--- src/rtl/rr_arb.sv ---
// Registered round-robin arbiter: one-hot grant held until acked, priority
// rotates past the last acknowledged winner; binary index via enc.

// One-hot to binary index encoder; a zero input yields index 0.
module enc #(
    parameter int W = 4
) (
    input  logic [W-1:0]         onehot,
    output logic [$clog2(W)-1:0] idx
);
    localparam int IW = $clog2(W);

    always_comb begin
        idx = '0;
        for (int i = 0; i < W; i++) begin
            if (onehot[i]) idx = idx | IW'(i);
        end
    end
endmodule

// Handshake: a grant is presented while gnt_vld_o is high and transfers on any
// cycle with gnt_vld_o && ack_i; gnt_o/gnt_enc_o are stable until that cycle.
module rr_arb #(
    parameter int N = 4
) (
    input  logic                 clk,
    input  logic                 rst,
    input  logic [N-1:0]         req_i,
    input  logic                 ack_i,
    output logic                 gnt_vld_o,
    output logic [N-1:0]         gnt_o,
    output logic [$clog2(N)-1:0] gnt_enc_o,
    output logic                 dbg_state,
    output logic [$clog2(N)-1:0] dbg_ptr
);
    localparam int PW = $clog2(N);

    typedef enum logic {
        IDLE  = 1'b0,
        GRANT = 1'b1
    } state_t;

    state_t        state;
    logic [PW-1:0] ptr;
    logic [PW-1:0] gnt_idx;
    logic [PW-1:0] next_ptr;

    // First requester at or after 'start', wrapping N-1 -> 0.
    function automatic logic [N-1:0] pick(input logic [N-1:0] req,
                                          input logic [PW-1:0] start);
        logic [N-1:0] win;
        logic         found;
        int           idx;
        win   = '0;
        found = 1'b0;
        for (int k = 0; k < N; k++) begin
            idx = int'(start) + k;
            if (idx >= N) idx = idx - N;
            if (!found && req[idx]) begin
                win[idx] = 1'b1;
                found    = 1'b1;
            end
        end
        return win;
    endfunction

    enc #(.W(N)) u_enc (
        .onehot (gnt_o),
        .idx    (gnt_idx)
    );

    assign next_ptr  = (gnt_idx == PW'(N - 1)) ? '0 : gnt_idx + PW'(1);
    assign gnt_enc_o = gnt_vld_o ? gnt_idx : '0;
    assign dbg_state = (state == GRANT);
    assign dbg_ptr   = ptr;

    always_ff @(posedge clk) begin
        if (rst) begin
            state     <= IDLE;
            ptr       <= '0;
            gnt_o     <= '0;
            gnt_vld_o <= 1'b0;
        end else begin
            case (state)
                IDLE: begin
                    if (|req_i) begin
                        gnt_o     <= pick(req_i, ptr);
                        gnt_vld_o <= 1'b1;
                        state     <= GRANT;
                    end
                end
                GRANT: begin
                    // Re-arbitrate from the advanced pointer so the served
                    // requester is last in line unless it is alone.
                    if (ack_i) begin
                        ptr       <= next_ptr;
                        gnt_o     <= pick(req_i, next_ptr);
                        gnt_vld_o <= |req_i;
                        state     <= (|req_i) ? GRANT : IDLE;
                    end
                end
                default: begin
                    state     <= IDLE;
                    gnt_o     <= '0;
                    gnt_vld_o <= 1'b0;
                end
            endcase
        end
    end
endmodule
--- config.mk ---
export PLATFORM = sky130hd
export DESIGN_NAME = rr_arb
export DESIGN_NICKNAME = d
export VERILOG_FILES = /design/src/rtl/rr_arb.sv
export SDC_FILE = /design/constraint.sdc
export NUM_CORES = 1
export LEC_CHECK = 0
export CORE_MARGIN = 4
export CORE_UTILIZATION = 30
export DETAILED_ROUTE_END_ITERATION = 6
export GPL_TIMING_DRIVEN = 0
export SKIP_LAST_GASP = 1
export SYNTH_ARGS = -nofsm -noshare
export SYNTH_HDL_FRONTEND = slang
export SYNTH_SLANG_ARGS = --single-unit
--- constraint.sdc ---
create_clock -name clk -period 3.7 [get_ports clk]
set_input_delay 0.74 -clock clk [delete_from_list [all_inputs] [get_ports clk]]
set_output_delay 0.74 -clock clk [all_outputs]
set_load 0.01 [all_outputs]
==> summary.md <==
| Metric | Value |
|---|---|
| Worst-path fanout max | 9 |
| HPWL after DPL | 2130 um |
| Fillers | 352 |
| Hold Fails Final Rpt | 0 |
| PD cells | 336 nW/um2 |
| TritonCTS clock tree | yes |
| Cts hold-fix bufs | 0 |
| Syn Inst Count | 130 |
| Critical path type | reg -> reg |
| Hold Path Class | reg -> reg |
| Nets | 174 |
| Syn Nets | 153 |
| Num CTS Buffers | 3 |
| Fmax | 340 MHz |
| Die height | 68.5 um |
| Iter 0 DRT Violations | 56 |
| Worst Path Arrival | 3.04 ns |
| Layout area overhead | 23.6% |
| Placeable Area | 3440 um2 |
| GRT Total Usage | 12.9% |
| Final wirelength | 2680 um |
| Ys async rst share | 0% |
| Layout Utilization | 39.4% |
| Final worst path period share | 79.4% |
| ANT nets after route | 0 |
| Post-synthesis sequential area ratio | 14.6% |
| Setup crit end | gnt_o[1] |
| Number of flops mapped to enable cells by yosys | 0 |
| Die X | 68.5 um |
| RePlAce Congestion | 0.743 |
| Port-buffer cells | 16 |
| Lkg Pwr | 0.000509 uW |
| Primary FF master, synth | dfxtp_1 |
| Setup-failing EPs final | 0 |
| Drc violations | 0 |
| FF-to-FF End | gnt_o[1] |
| Synth warn | 0 |
| Max-cap viol count | 0 |
| Setup TNS Final | 0 ns |
| Clock Pin Slew Worst Setup and Hold Paths | 0.04 ns |
| Post-CTS Setup Inserts | 0 |
| Startpoint Class | register |
| VDD IR max | 0.113 mV |
| Setup crit end kind | register |
| RSZ-0062 raised after global routing | false |
| Vias in the first global route | 1,008 |
| Routed len/inst | 13.8 um |
| Fin. max-slew vios | 0 |
| Reg-to-reg slack, setup | 0.76 ns |
| Post-CTS Resized | 0 |
| Distinct cells, synth | 37 |
| DR vias | 1,032 |
| Final worst path period need | 2.94 ns |
| Worst skew pair latency | 0.23 ns |
| Data required, critical path | 3.80 ns |
| Largest net degree at the start of global routing | 11 |
| Antenna violations before repair | 0 |
| Outcome | complete, no violations |
| Worst Setup SP | gnt_o[3] |
| Grt ovf | 0 |
| CTS root buf | clkbuf_8 |
| First-pass DRT Iterations | 4 |
| Worst Skew | 0.00215 ns |
| Synth Register Bits | 8 |
| Worst slew pin tran | 0.656 ns |
| Initial Util | 31.9% |
| H-Tree Level Count | 1 |
| CTS Sinks | 8 |
| Row count | 21 |
| Mean cell area of the mapped netlist | 8.44 um2 |
| Top Ports | 17 |
| Clk buf depth | 2 |
| DIE AREA | 4690 um2 |
| Via/cell ratio | 5.29 |
| Path depth of the worst reg2reg path | 8 |
| Diodes inserted | 0 |
| Reg-to-reg startpoint | gnt_o[3] |
| Global-route wire length before repair | 4580 um |
| Mapped Area | 1100 um2 |
| Slew margin rel. | 56.1% |
| Share of cells above drive strength 1 | 8.72% |
==> cell usage in the layout, fill, tap and decap left out <==
| master | count |
|---|---|
| o22ai_1 | 1 |
| nor2b_1 | 3 |
| mux2_2 | 2 |
| inv_4 | 1 |
| nand3_1 | 2 |
| a221oi_1 | 1 |
| nor4b_1 | 2 |
| clkbuf_8 | 3 |
| inv_1 | 11 |
| a2111oi_0 | 1 |
| nor2_1 | 4 |
| or2_1 | 1 |
| or3_1 | 2 |
| and2_1 | 1 |
| o31ai_1 | 4 |
| o311ai_0 | 3 |
| o21ai_0 | 5 |
| a21oi_1 | 5 |
| a2111oi_1 | 3 |
| clkdlybuf4s50_1 | 16 |
| mux4_2 | 5 |
| a32oi_1 | 1 |
| or2_2 | 1 |
| nand2b_1 | 5 |
| a31oi_1 | 1 |
| a211oi_1 | 3 |
| ha_1 | 16 |
| nor3b_1 | 5 |
| a211o_1 | 1 |
| nand2_1 | 8 |
| and3b_1 | 1 |
| mux2i_1 | 2 |
| o21ai_1 | 1 |
| nor3_1 | 3 |
| and3_1 | 4 |
| dfxtp_1 | 8 |
| clkbuf_1 | 5 |
| buf_6 | 1 |
| nand3b_1 | 7 |
==> routing by layer <==
layer | up-vias | global-route usage [%] | routed length, um
met5 | - | 0 | 0
met4 | 0 | 4.47 | 37
met3 | 4 | 1.64 | 133
met2 | 25 | 21.5 | 1230
met1 | 479 | 16.8 | 1280
li1 | 524 | - | -
==> worst min path at each step <==
| stage | start | end | slack (ns) | depth (start not counted) |
|---|---|---|---|---|
| 2_1_floorplan | gnt_o[0] | gnt_o[0] | 0.51 | 2 |
| 3_3_place_gp | gnt_o[0] | gnt_o[0] | 0.49 | 2 |
| 3_5_place_dp | gnt_o[0] | gnt_o[0] | 0.48 | 2 |
| 4_1_cts | gnt_o[0] | gnt_o[0] | 0.49 | 2 |
| 5_1_grt | gnt_o[0] | gnt_o[0] | 0.53 | 2 |
| 6_report | gnt_o[0] | gnt_o[0] | 0.49 | 2 |
==> logic make-up after synthesis <==
logic type	share of synthesized area, %
compound gates	19.3
fa+ha+maj	18.2
buf+inv	7.07
flops	14.6
mux	14.1
simple gates	26.7
==> worst max-delay path: stages (launching register included) <==
cell	delay, ns
dfxtp_1	0.35
nor2_1	0.54
inv_1	0.20
ha_1	0.42
mux2i_1	0.15
mux2_2	0.34
and3_1	0.20
a2111oi_1	0.49
o31ai_1	0.11
==> per-stage QoR <==
| step | cells | hold WS [ns] | total power [uW] | setup slack, ns | area (um2) |
|---|---|---|---|---|---|
| finish | 195 | 0.491 | 456 | 0.763 | 1360 |
| global route | 195 | 0.534 | 490 | 0.572 | 1360 |
| CTS | 195 | 0.490 | 462 | 0.747 | 1360 |
| detailed placement | 192 | 0.482 | 351 | 0.752 | 1320 |
| global placement | 192 | 0.486 | 347 | 0.808 | 1320 |
| floorplan | 130 | 0.505 | 275 | 1.30 | 1100 |
==> flip-flops by register name (all words and copies together), names as in the netlist <==
signal and cells:
dbg_ptr 2, dbg_state 1, gnt_o 4, gnt_vld_o 1
==> layout make-up <==
cell class	count	area, um2	share of cell area (%)
tap	46	57.6	4.24
clock buffer	3	41.3	3.04
sequential	8	160	11.8
multi-input combinational	104	860	63.4
buffer	6	30.0	2.21
inverter	12	47.5	3.51
timing repair buffer	16	160	11.8
==> synthesized netlist by cell type (2+ instances only) <==
cell,n,area (um2)
nor4b_1,2,17.5
a21oi_1,5,25.0
and3_1,4,25.0
nor3b_1,5,37.5
dfxtp_1,8,160
nand2b_1,5,31.3
nor2b_1,3,18.8
mux4_2,5,113
inv_1,11,41.3
nand3_1,2,10.0
nand2_1,8,30.0
nor2_1,4,15.0
nand3b_1,7,52.6
o311ai_0,3,26.3
nor3_1,3,15.0
clkbuf_1,5,18.8
a211oi_1,3,22.5
o31ai_1,4,30.0
mux2_2,2,22.5
mux2i_1,2,20.0
or3_1,2,12.5
ha_1,16,200
o21ai_0,5,25.0
a2111oi_1,3,30.0
==> power breakdown <==
group / switching, uW / leakage (uW) / internal, uW / total (uW)
Clock: 36.1 / 0.0000216 / 70.6 / 107
Sequential: 12.2 / 0.0000662 / 96.2 / 108
Combinational: 129 / 0.000421 / 112 / 241
No activity file was read; power rests on OpenSTA's default activity.
